===== src/rtl/multicycle_control_pkg.sv =====
// Shared definitions for the multicycle control FSM:
// state encodings, opcode/funct fields, ALU codes and mux selects.
package multicycle_control_pkg;

  typedef enum logic [3:0] {
    S_FETCH    = 4'd0,
    S_DECODE   = 4'd1,
    S_MEM_ADDR = 4'd2,
    S_MEM_RD   = 4'd3,
    S_MEM_WB   = 4'd4,
    S_MEM_WR   = 4'd5,
    S_R_EXEC   = 4'd6,
    S_R_WB     = 4'd7,
    S_BRANCH   = 4'd8,
    S_JUMP     = 4'd9,
    S_I_EXEC   = 4'd10,
    S_I_WB     = 4'd11,
    S_FAULT    = 4'd12
  } state_t;

  localparam logic [5:0] OP_RTYPE = 6'b000000;
  localparam logic [5:0] OP_LW    = 6'b100011;
  localparam logic [5:0] OP_SW    = 6'b101011;
  localparam logic [5:0] OP_ADDI  = 6'b001000;
  localparam logic [5:0] OP_BEQ   = 6'b000100;
  localparam logic [5:0] OP_J     = 6'b000010;

  localparam logic [5:0] FN_ADD = 6'b100000;
  localparam logic [5:0] FN_SUB = 6'b100010;
  localparam logic [5:0] FN_AND = 6'b100100;
  localparam logic [5:0] FN_OR  = 6'b100101;
  localparam logic [5:0] FN_SLT = 6'b101010;

  localparam logic [3:0] ALU_AND = 4'b0000;
  localparam logic [3:0] ALU_OR  = 4'b0001;
  localparam logic [3:0] ALU_ADD = 4'b0010;
  localparam logic [3:0] ALU_SUB = 4'b0110;
  localparam logic [3:0] ALU_SLT = 4'b0111;

  localparam logic [1:0] PC_SRC_ALU    = 2'b00;
  localparam logic [1:0] PC_SRC_ALUOUT = 2'b01;
  localparam logic [1:0] PC_SRC_JUMP   = 2'b10;

  localparam logic SRC_A_PC  = 1'b0;
  localparam logic SRC_A_REG = 1'b1;

  localparam logic [1:0] SRC_B_REG    = 2'b00;
  localparam logic [1:0] SRC_B_FOUR   = 2'b01;
  localparam logic [1:0] SRC_B_IMM    = 2'b10;
  localparam logic [1:0] SRC_B_IMM_SH = 2'b11;

  localparam logic ADDR_PC     = 1'b0;
  localparam logic ADDR_ALUOUT = 1'b1;

  // States that sit on a memory handshake and are timed out.
  function automatic logic is_mem_wait(input state_t s);
    return (s == S_FETCH) || (s == S_MEM_RD) || (s == S_MEM_WR);
  endfunction

endpackage


===== src/rtl/multicycle_control_alu_cntrl_decode.sv =====
// R-type funct to ALU operation decode; flags
// functs the datapath does not implement.
module alu_cntrl_decode
  import multicycle_control_pkg::*;
(
  input  logic [5:0] func_in,
  output logic [3:0] alu_cntrl_out,
  output logic       legal_out
);

  always_comb begin
    alu_cntrl_out = ALU_AND;
    legal_out     = 1'b1;
    unique case (1'b1)
      (func_in == FN_ADD): alu_cntrl_out = ALU_ADD;
      (func_in == FN_SUB): alu_cntrl_out = ALU_SUB;
      (func_in == FN_AND): alu_cntrl_out = ALU_AND;
      (func_in == FN_OR):  alu_cntrl_out = ALU_OR;
      (func_in == FN_SLT): alu_cntrl_out = ALU_SLT;
      default:             legal_out     = 1'b0;
    endcase
  end

endmodule


===== src/rtl/multicycle_control.sv =====
// Multicycle MIPS-style control FSM with memory
// handshake timeout and sticky fault state.
module multicycle_control
  import multicycle_control_pkg::*;
#(
  parameter int TIMEOUT_CYCLES = 16
) (
  input  logic       clk,
  input  logic       rst,
  input  logic [5:0] op_in,
  input  logic [5:0] func_in,
  input  logic       mem_ready_in,
  output logic       mem_req_out,
  output logic       mem_write_out,
  output logic       i_or_d_out,
  output logic       ir_write_out,
  output logic       pc_write_out,
  output logic       pc_write_cond_out,
  output logic [1:0] pc_source_out,
  output logic       alu_src_a_out,
  output logic [1:0] alu_src_b_out,
  output logic [3:0] alu_cntrl_out,
  output logic       reg_write_out,
  output logic       reg_dst_out,
  output logic       mem_to_reg_out,
  output logic       instr_done_out,
  output logic       fault_out,
  output logic [3:0] state_out
);

  localparam int CW = $clog2(TIMEOUT_CYCLES + 1);

  state_t        state, state_nxt;
  logic [CW-1:0] wait_cnt, wait_cnt_nxt;
  logic          rdy;
  logic          timeout;
  logic [3:0]    r_alu;
  logic          r_legal;

  alu_cntrl_decode u_alu_dec (
    .func_in       (func_in),
    .alu_cntrl_out (r_alu),
    .legal_out     (r_legal)
  );

  // A completion seen while reset is held must not load IR/PC.
  assign rdy       = mem_ready_in & ~rst;
  assign timeout   = (wait_cnt == CW'(TIMEOUT_CYCLES - 1));
  assign state_out = state;

  always_ff @(posedge clk or posedge rst) begin
    if (rst) begin
      state    <= S_FETCH;
      wait_cnt <= '0;
    end else begin
      state    <= state_nxt;
      wait_cnt <= wait_cnt_nxt;
    end
  end

  always_comb begin
    state_nxt         = state;
    wait_cnt_nxt      = '0;
    mem_req_out       = 1'b0;
    mem_write_out     = 1'b0;
    i_or_d_out        = ADDR_PC;
    ir_write_out      = 1'b0;
    pc_write_out      = 1'b0;
    pc_write_cond_out = 1'b0;
    pc_source_out     = PC_SRC_ALU;
    alu_src_a_out     = SRC_A_PC;
    alu_src_b_out     = SRC_B_REG;
    alu_cntrl_out     = ALU_AND;
    reg_write_out     = 1'b0;
    reg_dst_out       = 1'b0;
    mem_to_reg_out    = 1'b0;
    instr_done_out    = 1'b0;
    fault_out         = 1'b0;

    unique case (state)
      S_FETCH: begin
        mem_req_out   = 1'b1;
        alu_src_b_out = SRC_B_FOUR;
        alu_cntrl_out = ALU_ADD;
        ir_write_out  = rdy;
        pc_write_out  = rdy;
        if (rdy) state_nxt = S_DECODE;
      end
      S_DECODE: begin
        alu_src_b_out = SRC_B_IMM_SH;
        alu_cntrl_out = ALU_ADD;
        unique case (1'b1)
          (op_in == OP_RTYPE && r_legal):   state_nxt = S_R_EXEC;
          (op_in == OP_LW || op_in == OP_SW): state_nxt = S_MEM_ADDR;
          (op_in == OP_ADDI):               state_nxt = S_I_EXEC;
          (op_in == OP_BEQ):                state_nxt = S_BRANCH;
          (op_in == OP_J):                  state_nxt = S_JUMP;
          default:                          state_nxt = S_FAULT;
        endcase
      end
      S_MEM_ADDR: begin
        alu_src_a_out = SRC_A_REG;
        alu_src_b_out = SRC_B_IMM;
        alu_cntrl_out = ALU_ADD;
        state_nxt = (op_in == OP_SW) ? S_MEM_WR : S_MEM_RD;
      end
      S_MEM_RD: begin
        mem_req_out = 1'b1;
        i_or_d_out  = ADDR_ALUOUT;
        if (rdy) state_nxt = S_MEM_WB;
      end
      S_MEM_WB: begin
        reg_write_out  = 1'b1;
        mem_to_reg_out = 1'b1;
        instr_done_out = 1'b1;
        state_nxt      = S_FETCH;
      end
      S_MEM_WR: begin
        mem_req_out    = 1'b1;
        mem_write_out  = 1'b1;
        i_or_d_out     = ADDR_ALUOUT;
        instr_done_out = rdy;
        if (rdy) state_nxt = S_FETCH;
      end
      S_R_EXEC: begin
        alu_src_a_out = SRC_A_REG;
        alu_src_b_out = SRC_B_REG;
        alu_cntrl_out = r_alu;
        state_nxt     = S_R_WB;
      end
      S_R_WB: begin
        reg_write_out  = 1'b1;
        reg_dst_out    = 1'b1;
        instr_done_out = 1'b1;
        state_nxt      = S_FETCH;
      end
      S_I_EXEC: begin
        alu_src_a_out = SRC_A_REG;
        alu_src_b_out = SRC_B_IMM;
        alu_cntrl_out = ALU_ADD;
        state_nxt     = S_I_WB;
      end
      S_I_WB: begin
        reg_write_out  = 1'b1;
        instr_done_out = 1'b1;
        state_nxt      = S_FETCH;
      end
      S_BRANCH: begin
        alu_src_a_out     = SRC_A_REG;
        alu_src_b_out     = SRC_B_REG;
        alu_cntrl_out     = ALU_SUB;
        pc_write_cond_out = 1'b1;
        pc_source_out     = PC_SRC_ALUOUT;
        instr_done_out    = 1'b1;
        state_nxt         = S_FETCH;
      end
      S_JUMP: begin
        pc_write_out   = 1'b1;
        pc_source_out  = PC_SRC_JUMP;
        instr_done_out = 1'b1;
        state_nxt      = S_FETCH;
      end
      S_FAULT: begin
        fault_out = 1'b1;
      end
      default: begin
        state_nxt = S_FAULT;
      end
    endcase

    // Completion on the limit edge wins over the timeout.
    if (is_mem_wait(state) && !rdy) begin
      if (timeout) state_nxt = S_FAULT;
      else wait_cnt_nxt = wait_cnt + 1'b1;
    end
  end

endmodule


===== config.mk =====
export PLATFORM = sky130hd
export DESIGN_NAME = multicycle_control
export DESIGN_NICKNAME = d
export VERILOG_FILES = /design/src/rtl/multicycle_control_pkg.sv /design/src/rtl/multicycle_control_alu_cntrl_decode.sv /design/src/rtl/multicycle_control.sv
export SDC_FILE = /design/constraint.sdc
export NUM_CORES = 1
export LEC_CHECK = 0
export CORE_MARGIN = 1.5
export CORE_UTILIZATION = 46
export DETAILED_ROUTE_END_ITERATION = 16
export GPL_TIMING_DRIVEN = 0
export PLACE_DENSITY = 0.82
export RECOVER_POWER = 100
export SYNTH_ARGS = -nofsm -noshare
export SYNTH_HDL_FRONTEND = slang
export SYNTH_SLANG_ARGS = --single-unit

===== constraint.sdc =====
create_clock -name clk -period 3.45 [get_ports clk]
set_clock_uncertainty 0.05 [all_clocks]
set_input_delay 0.345 -clock clk [delete_from_list [all_inputs] [get_ports clk]]
set_output_delay 0.345 -clock clk [all_outputs]
set_load 0.005 [all_outputs]

**Yosys cells after proc, flatten, opt, wreduce, memory -nomap -nowiden**

Index checks and enable logic that the tools add are counted.

- Word-level logic and storage cells: 71
- Bits of input ports: 15
- Register bits: 9
- Output and inout bits: 24

- Reductions and logical operators: 16
- Multiplexer cells: 27
- Bitwise operators: 2
- Equality and inequality tests: 23
- Add/subtract/negate cells: 1

Operators with widths:

| kind | number |
|---|---|
| 6-bit == test (second input constant) | 7 |
| 4-bit one-hot mux with 9 select lines | 1 |
| 4-bit == test (second input constant) | 5 |
| 4-bit two-way mux | 5 |
| 4-bit one-hot mux with 5 select lines | 1 |
| 4-bit by 3-bit == test with 1-bit output (second input constant) | 4 |
| 3-bit one-hot mux with 4 select lines | 1 |
| 4-bit one-hot mux with 3 select lines | 1 |
| 1-bit two-way mux | 11 |
| 5-bit two-way mux | 2 |
| 5-bit OR reduction | 2 |
| 4-bit by 2-bit == test with 1-bit output (second input constant) | 2 |
| 4-bit OR reduction | 2 |
| 6-bit by 2-bit == test with 1-bit output (second input constant) | 1 |
| 6-bit by 3-bit == test with 1-bit output (second input constant) | 1 |
| 6-bit by 4-bit == test with 1-bit output (second input constant) | 1 |
| 6-bit logical NOT | 1 |
| 2-bit one-hot mux with 3 select lines | 1 |
| 3-bit OR reduction | 2 |
| 5-bit by 1-bit adder with 5-bit output (second input constant) | 1 |
| 5-bit by 4-bit == test with 1-bit output (second input constant) | 1 |
| 4-bit by 1-bit == test with 1-bit output (second input constant) | 1 |
| 4-bit logical NOT | 1 |
| 1-bit one-hot mux with 2 select lines | 2 |
| other kinds (8) | 12 |

**Logic depth before layout (Yosys ltp)**

Gate-level depths: netlist (run 1).

- Word-level depth: 8
- Mapped depth: 6

**Hierarchy**

From an unflattened synthesis (run 1), not the netlist that was laid out.

- Cells, all modules: 130
- Area, all modules: 985.9 µm²

By module, submodules not included:

| module | area each (µm²) | cells each | instances | seq. area each (µm²) |
|---|---|---|---|---|
| multicycle_control | 903.4 | 119 | 1 | 225.2 |
| alu_cntrl_decode | 82.6 | 11 | 1 | 0.0 |

**Worst setup path after synthesis (run 1)**

OpenSTA, ideal clock, no wires.

- Path kind: reg-to-output
- Start: register state[3], in the netlist state_out[3]
- End: output alu_cntrl_out[1]
- Arrival: 1.717 ns
- Buffers on the path: 0
- Slack: 1.338 ns
- Cell stages (with the launch flop): 5
- Path through: dfrtp_1 -> nand2b_2 -> or4b_4 -> or4_1 -> o21ai_1

- Cells in the longest elaborated chain, start to end: 3
- Elaborated cells on any way between the ends: 8
- Classes of those cells: eq/ne: 5; mux: 1; reduce/logical: 2

Ends and longest elaborated chain:

| item | line | source |
|---|---|---|
| from (decl) | multicycle_control.sv:33 | `state_t state, state_nxt;` |
| from (signal assigned) | multicycle_control.sv:56 | `state <= state_nxt;` |
| 4-bit by 1-bit == test with 1-bit output, or another cell as far along | multicycle_control.sv:80 | `unique case (state)` |
| 4-bit OR reduction (no line) | -- |  |
| 4-bit one-hot mux with 3 select lines * | multicycle_control.sv:80 |  |
| to (decl) | multicycle_control.sv:22 | `output logic [3:0] alu_cntrl_out,` |

Every way passes the cells marked *; elsewhere a longest branch is shown, timed or not.

**Final worst setup path (run 1)**

Ends and elaborated chain as after synthesis.

==> results of run 1 <==
path summary, 6_finish.rpt:
path	to	slack [ns]
worst min register to register	wait_cnt[0]	0.43
worst max register to register	wait_cnt[3]	1.57
min in group asynchronous	wait_cnt[0]	0.48
max in group asynchronous	wait_cnt[2]	2.61
worst max-delay path	alu_cntrl_out[1]	0.43
worst min-delay path	wait_cnt[0]	0.43
critical path: cells and delay by family, from the launching register on:
family / cells / cell delay (ns)
buf+inv: 1 / 0.52
compound gates: 1 / 0.09
simple gates: 3 / 1.32
flops: 1 / 0.45
cells by family after synthesis:
group / after synthesis
AND/OR/NAND/NOR: 75
AO/OA/AOI/OAI: 28
flip-flops: 9
buffers and inverters: 9
XOR/XNOR: 4
adder cells (fa/ha/maj): 1
other: 1
multiplexers: 1
routing by layer:
metal  wire [um]  global-route usage, %
met5           0                      0
met1        1150                   33.4
met3         165                   8.15
met4          25                   4.86
met2        1410                   42.1
layout make-up:
class                           count  share of cell area [%]
Timing Repair Buffer               37                    27.3
Multi-Input combinational cell    110                    48.7
Clock buffer                        4                    1.93
Buffer                              8                    2.76
Inverter                            1                   0.276
Sequential cell                     9                    16.6
Tap cell                           27                    2.49
per-stage QoR:
| stage | cells | hold WS, ns | setup WS [ns] |
|---|---|---|---|
| floorplan | 128 | 0.123 | 1.34 |
| global placement | 192 | 0.408 | 0.662 |
| detailed placement | 192 | 0.418 | 0.678 |
| CTS | 196 | 0.367 | 0.465 |
| global route | 196 | 0.469 | 0.336 |
| finish | 196 | 0.431 | 0.430 |
power breakdown:
part	switching, mW	total, mW	internal, mW
clock network	0.0381	0.0828	0.0446
logic	0.294	0.602	0.309
registers	0.0386	0.175	0.137
total	0.370	0.860	0.490
state kept, by name, indices dropped and copies added (netlist names):
register / flops
state_out: 4
wait_cnt: 5
cell usage after synthesis (2+ instances only):
cell type and n:
sky130_fd_sc_hd__a21boi_0 2, sky130_fd_sc_hd__a21oi_1 5, sky130_fd_sc_hd__a31oi_1 2, sky130_fd_sc_hd__and2_1 4, sky130_fd_sc_hd__and3_1 4, sky130_fd_sc_hd__buf_4 2
sky130_fd_sc_hd__clkbuf_1 6, sky130_fd_sc_hd__dfrtp_1 9, sky130_fd_sc_hd__nand2_1 11, sky130_fd_sc_hd__nand2b_1 7, sky130_fd_sc_hd__nand3_1 4, sky130_fd_sc_hd__nand4_1 2
sky130_fd_sc_hd__nor2_1 15, sky130_fd_sc_hd__nor2b_1 5, sky130_fd_sc_hd__nor3_1 10, sky130_fd_sc_hd__o211ai_1 2, sky130_fd_sc_hd__o21ai_0 2, sky130_fd_sc_hd__o21ai_1 4
sky130_fd_sc_hd__o21bai_1 3, sky130_fd_sc_hd__xnor2_1 2, sky130_fd_sc_hd__xor2_1 2
==> results.md, run 1 <==
- Outcome: completed
- Maximum vdd drop: 354 uV
- Max Fclk: 331 MHz
- Number of DRC violations after detailed-routing iteration 0: 21
- Via count of the first global-routing pass: 924
- Final-report setup violation count: 0
- Pin count of the biggest net entering global routing: 11
- Detailed placement HPWL: 2.19 mm
- CTS Root Cell: sky130_fd_sc_hd__clkbuf_4
- Utilization of the core after routing: 70.0%
- Top cells by area, synth: sky130_fd_sc_hd__dfrtp_1 (24%), sky130_fd_sc_hd__nor2_1 (6.0%), sky130_fd_sc_hd__nor3_1 (5.3%), sky130_fd_sc_hd__nand2b_1 (4.7%), sky130_fd_sc_hd__nand2_1 (4.4%)
- Critical Path Start: state_out[3]
- Horizontal extent of the die: 48.2 um
- Total area of multi-input combinational cells: 662 um2
- Number of placed I/O pins: 39
- Share of the synthesized area in the top cell type: 24.0%
- Final Hold Vio Count: 0
- Pins over their slew limit: 0
- Mux cell area share after synthesis: 1.20%
- Routability Congestion: 0.909
- Worst path max stage delay: 0.58 ns
- DR vias: 1120
- Count of filler cells inserted in the layout: 191
- Maximum fanout along the worst path: 8
- Number of I/O port buffers: 37
- Max cap viols: 0
- Number of routed nets with antenna violations: 0
- Starting utilization of the core area: 48.4%
- Total wire length: 2.76 mm
- Global-route congestion overflow total: 0
- Setup TNS: 0 ns
- Parity-gate share of the synthesized area counting xor and xnor cells: 3.73%
- Share of layout cells above drive strength 1: 4.73%
- Type of element capturing the critical path: primary output
- Total number of yosys warnings: 0
- Instance count of the mapped netlist: 128
- Unrepaired setup endpoints after global routing: false
- Mapped Nets: 144
- Simple-Gate Fraction of Synth Area: 44.3%
- Hold path start: wait_cnt[0]
- Post-synthesis register bit count: 9
- Most common cell after layout, fill and taps aside: sky130_fd_sc_hd__dlygate4sd3_1
- Critical path data required time: 3.05 ns
- Leakage power of the design: 0.593 nW
- Hold Crit Depth: 1
- Number of vias per cell after detailed routing: 5.71
- Class of the most critical hold timing path: reg2reg
- Area inside the core boundary: 0.00194 mm2
- Crit-path cells: nand2b_1, or4b_1, or4_1, o21ai_1, clkdlybuf4s50_1
- All-layer global routing usage: 25.7%
- Hold-fix buffers at CTS: 0
- Final Cycle Share: 87.5%
- Clock input transition at the sequential cells of the worst setup and hold paths: 0.06 ns
- Growth of design area from synthesis to finish: 44.6%
- Number of buffers added by the clock tree synthesis step: 3
- Cell area after technology mapping: 940 um2
- Final net count: 186
- Endpoint arrival time on the critical path: 2.63 ns
- Number of remaining DRC errors: 0
- Wire length of the first global-routing pass: 4.21 mm
- Routed length per placed instance: 14.1 um
- Total power: 0.860 mW
- TritonCTS clock tree: done
- Buffers from clock root to sink, at most: 2
- Crit Reg-Reg Startpoint: state_out[1]
- Count of flip-flops with a built-in enable after synthesis: 0
- Cell type with the largest total area after synthesis: sky130_fd_sc_hd__dfrtp_1
- Number of diodes added for antenna fixing: 0
- Number of buffers inserted by post-CTS setup repair: 0
- Worst reg-to-reg path cell count: 5
- Cell at the slowest stage of the critical path: sky130_fd_sc_hd__or4b_1
- Async set-or-reset flop fraction in the synthesized netlist: 100%
- Antenna violations before repair: 0
- CTS-repair resized insts: 0
- DIE AREA: 0.00232 mm2
- Total clock sinks: 9
- Portion of the post-synthesis area used by sequential elements: 24.0%
- Placed inst area: 0.00134 mm2
- Worst setup SP type: register
- Initial DRT Pass Iterations: 4
- Primary flip-flop cell chosen by synthesis mapping: sky130_fd_sc_hd__dfrtp_1
- Fraction of the mapped netlist area in compound gates: 20.6%
- Area share of fa/ha/maj cells after synthesis: 1.33%
- Std-Cell Rows: 16
- Total number of H-tree levels: 1
- Power density over the cells: 633 mW/mm2
- Die H: 48.2 um
- Reg area: 225 um2
- Most frequent cells in the layout: sky130_fd_sc_hd__dlygate4sd3_1 (23), sky130_fd_sc_hd__nor2_1 (15), sky130_fd_sc_hd__clkdlybuf4s50_1 (14)
- Type of the worst setup path: reg2out
- Synth cell types: 46
- Final instance area: 0.00136 mm2
- Worst-Skew Late Latency: 0.26 ns
- Mean instance size in the synthesized netlist: 7.34 um2
- Largest family of logic cells by synthesized area: simple AND/OR/NAND/NOR gates
- Final critical-path required period: 3.02 ns
Note: power is estimated with default switching activity, not from simulation.
==> run 2: changes to the inputs <==
--- a/config.mk
+++ b/config.mk
@@ -5,11 +5,10 @@
 export SDC_FILE = /design/constraint.sdc
 export NUM_CORES = 1
 export LEC_CHECK = 0
-export CORE_MARGIN = 1.5
-export CORE_UTILIZATION = 46
+export CORE_UTILIZATION = 38
 export DETAILED_ROUTE_END_ITERATION = 16
 export GPL_TIMING_DRIVEN = 0
-export PLACE_DENSITY = 0.82
+export PLACE_DENSITY = 0.72
 export RECOVER_POWER = 100
 export SYNTH_ARGS = -nofsm -noshare
 export SYNTH_HDL_FRONTEND = slang
==> constraint.sdc (replaced) <==
create_clock -name clk -period 2.4 [get_ports clk]
set_clock_uncertainty 0.05 [all_clocks]
set_input_delay 0.24 -clock clk [delete_from_list [all_inputs] [get_ports clk]]
set_output_delay 0.24 -clock clk [all_outputs]
set_load 0.005 [all_outputs]
==> run 2 against run 1 <==
Via count shrank 1.3%. Combinational power grew 66%. Utilization shrank 6.5 points. Worst setup slack lost 0.38 ns. Clock-buffer cell count is the same. Cell count grew 3.1%. Die area grew 15%. Cell area grew 6.4%. Worst hold slack lost 0.19 ns. Critical endpoint unchanged.
==> results.md, run 2 (synthesized netlist as in run 1, its figures left out) <==
- Outcome: completed
- Number of I/O port buffers: 37 (unchanged)
- Final Hold Vio Count: 0 (unchanged)
- Number of remaining DRC errors: 0 (unchanged)
- DR vias: 1105 (-1.3%)
- Largest register FFs: 5 (unchanged)
- Most common cell after layout, fill and taps aside: sky130_fd_sc_hd__clkdlybuf4s50_1
- Leakage power of the design: 0.599 nW (+1.1%)
- Maximum vdd drop: 481 uV (+36%)
- Via count of the first global-routing pass: 1001 (+8.3%)
- Global-route congestion overflow total: 0 (unchanged)
- Detailed placement HPWL: 2.09 mm (-4.3%)
- Horizontal extent of the die: 51.7 um (+7.3%)
- Final critical-path required period: 2.35 ns
- Worst path max stage delay: 0.51 ns (-0.07 ns)
- Max cap viols: 0 (unchanged)
- Buffers from clock root to sink, at most: 2 (unchanged)
- Clock input transition at the sequential cells of the worst setup and hold paths: 0.06 ns (about the same)
- DIE AREA: 0.00268 mm2 (+15%)
- Std-Cell Rows: 17 (+1)
- Routability Congestion: 0.868 (-4.5%)
- Final net count: 191 (+2.7%)
- RR Endpoint: state_out[2]
- Total clock sinks: 9 (unchanged)
- Logic depth of the worst path, buffers included: 5 (unchanged)
- Final Cycle Share: 97.9%
- Category of cells accounting for the largest share of critical-path delay: simple AND/OR/NAND/NOR gates
- Antenna violations before repair: 0 (unchanged)
- Growth of design area from synthesis to finish: 53.8%
- Flop2flop setup slack: 0.54 ns (-1.03 ns)
- Number of diodes added for antenna fixing: 0 (unchanged)
- Critical Path Start: state_out[0]
- Maximum fanout along the worst path: 3 (-5)
- All-layer global routing usage: 21.8% (-4.0 points)
- Type of element capturing the critical path: primary output
- Routed length per placed instance: 13.7 um (-2.4%)
- Pins over their slew limit: 0 (unchanged)
- Starting utilization of the core area: 41.3% (-7.1 points)
- Power density over the cells: 935 mW/mm2 (+48%)
- Max Fclk: 425 MHz
- Initial DRT Pass Iterations: 4 (unchanged)
- Die H: 51.7 um (+7.3%)
- Worst-Skew Late Latency: 0.26 ns (about the same)
- Number of placed I/O pins: 39 (unchanged)
- CTS Root Cell: sky130_fd_sc_hd__clkbuf_4
- Crit Reg-Reg Startpoint: state_out[3]
- Critical path data required time: 2.11 ns (-0.94 ns)
- Number of routed nets with antenna violations: 0 (unchanged)
- Type of the worst setup path: reg2out
- Number of vias per cell after detailed routing: 5.47 (-4.3%)
- Total area of multi-input combinational cells: 693 um2 (+4.7%)
- Setup WS pre-CTS: -0.209 ns (-0.887 ns)
- Crit-path cells: or2b_1, or4b_4, or4_4, o21ai_1, buf_2
- Area inside the core boundary: 0.00228 mm2 (+17%)
- Count of filler cells inserted in the layout: 215 (+13%)
- Reg area: 228 um2 (+1.1%)
- Cell at the slowest stage of the critical path: sky130_fd_sc_hd__or4b_4
- Hold-fix buffers at CTS: 0 (unchanged)
- Most frequent cells in the layout: sky130_fd_sc_hd__clkdlybuf4s50_1 (25), sky130_fd_sc_hd__nor2_1 (15), sky130_fd_sc_hd__nand2_1 (11)
- Share of layout cells above drive strength 1: 14.4% (+9.6 points)
- Total number of H-tree levels: 1 (unchanged)
- Final-report setup violation count: 0 (unchanged)
- Post-layout instance count excluding filler cells: 202 (+3.1%)
- Class of the most critical hold timing path: in2async
- Endpoint arrival time on the critical path: 2.06 ns (-0.57 ns)
- Worst Path Buf+Inv: 1 (unchanged)
- Largest register by flop count: wait_cnt
- Worst reg-to-reg path cell count: 5 (unchanged)
- TritonCTS clock tree: done
- Endpoint of the most critical setup path: alu_cntrl_out[1]
- Placed cell count: 193 (+0.52%)
- Wire length of the first global-routing pass: 4.42 mm (+4.9%)
- Final worst-path setup slack: 0.0493 ns (-0.380 ns)
- Number of buffers added by the clock tree synthesis step: 3 (unchanged)
- Pin count of the biggest net entering global routing: 13 (+2)
- Worst setup SP type: register
- Total wire length: 2.77 mm (+0.54%)
- Setup TNS: 0 ns (unchanged)
- Number of DRC violations after detailed-routing iteration 0: 26 (+24%)
## run 2: cell count changes in the layout (fill, tap and decap cells not counted), sizes merged
cell and delta:
buf +6, clkdlybuf4s25 +2, clkdlybuf4s50 +11, dlygate4sd3 -14
## run 2: worst min path at each step
| stage | from | endpoint | slack [ns] | cells after the start |
|---|---|---|---|---|
| 2_1_floorplan | rst | state_out[0] | 0.02 | 1 |
| 3_3_place_gp | wait_cnt[0] | wait_cnt[0] | 0.41 | 1 |
| 3_5_place_dp | wait_cnt[0] | wait_cnt[0] | 0.42 | 1 |
| 4_1_cts | rst | wait_cnt[1] | 0.25 | 2 |
| 5_1_grt | rst | wait_cnt[1] | 0.27 | 2 |
| 6_report | rst | state_out[0] | 0.24 | 2 |
## run 2: stage by stage
stage	utilization [%]	cell area (um2)	power (mW)	hold slack (ns)
after floorplan	-	940	0.728	0.0179
after global placement	59.1	1350	1.16	0.409
after detailed placement	59.1	1350	1.17	0.424
after CTS	62.9	1430	1.37	0.249
after global routing	63.5	1450	1.45	0.271
final	63.5	1450	1.35	0.240
## run 2: repair_timing
| action | in CTS | in global routing |
|---|---|---|
| pin swaps | 1 | 1 |
| gates cloned | 0 | 0 |
| setup endpoints to repair | 8 | 12 |
| resized for setup | 13 | 8 |
| setup buffers | 5 | 1 |
## run 2: metal layers
layer | up-vias | global-route usage (%) | wire length (um)
met2 | 32 | 38.1 | 1370
li1 | 556 | - | -
met1 | 517 | 29.0 | 1300
met4 | 0 | 1.80 | 0
met3 | 0 | 3.51 | 96
met5 | - | 0 | 0
## run 2: worst register-to-register path: cells and delay by family, from the launching register on
kind / cells / cell delay (ns)
compound gates: 2 / 0.65
buf+inv: 2 / 0.38
flops: 1 / 0.41
simple gates: 1 / 0.26
## run 2: area by class of cell
class / count / share of cell area [%]
sequential: 9 / 15.8
clock buffer: 4 / 1.82
tap: 28 / 2.42
inverter: 1 / 0.260
timing repair buffer: 43 / 28.4
buffer: 7 / 3.38
multi-input combinational: 110 / 48.0
## run 2: report_power, final
| group | leakage, nW | internal [mW] | switching [mW] |
|---|---|---|---|
| combinational | 0.466 | 0.531 | 0.466 |
| sequential | 0.118 | 0.199 | 0.0411 |
| clock | 0.0150 | 0.0639 | 0.0505 |
| total | 0.599 | 0.794 | 0.557 |
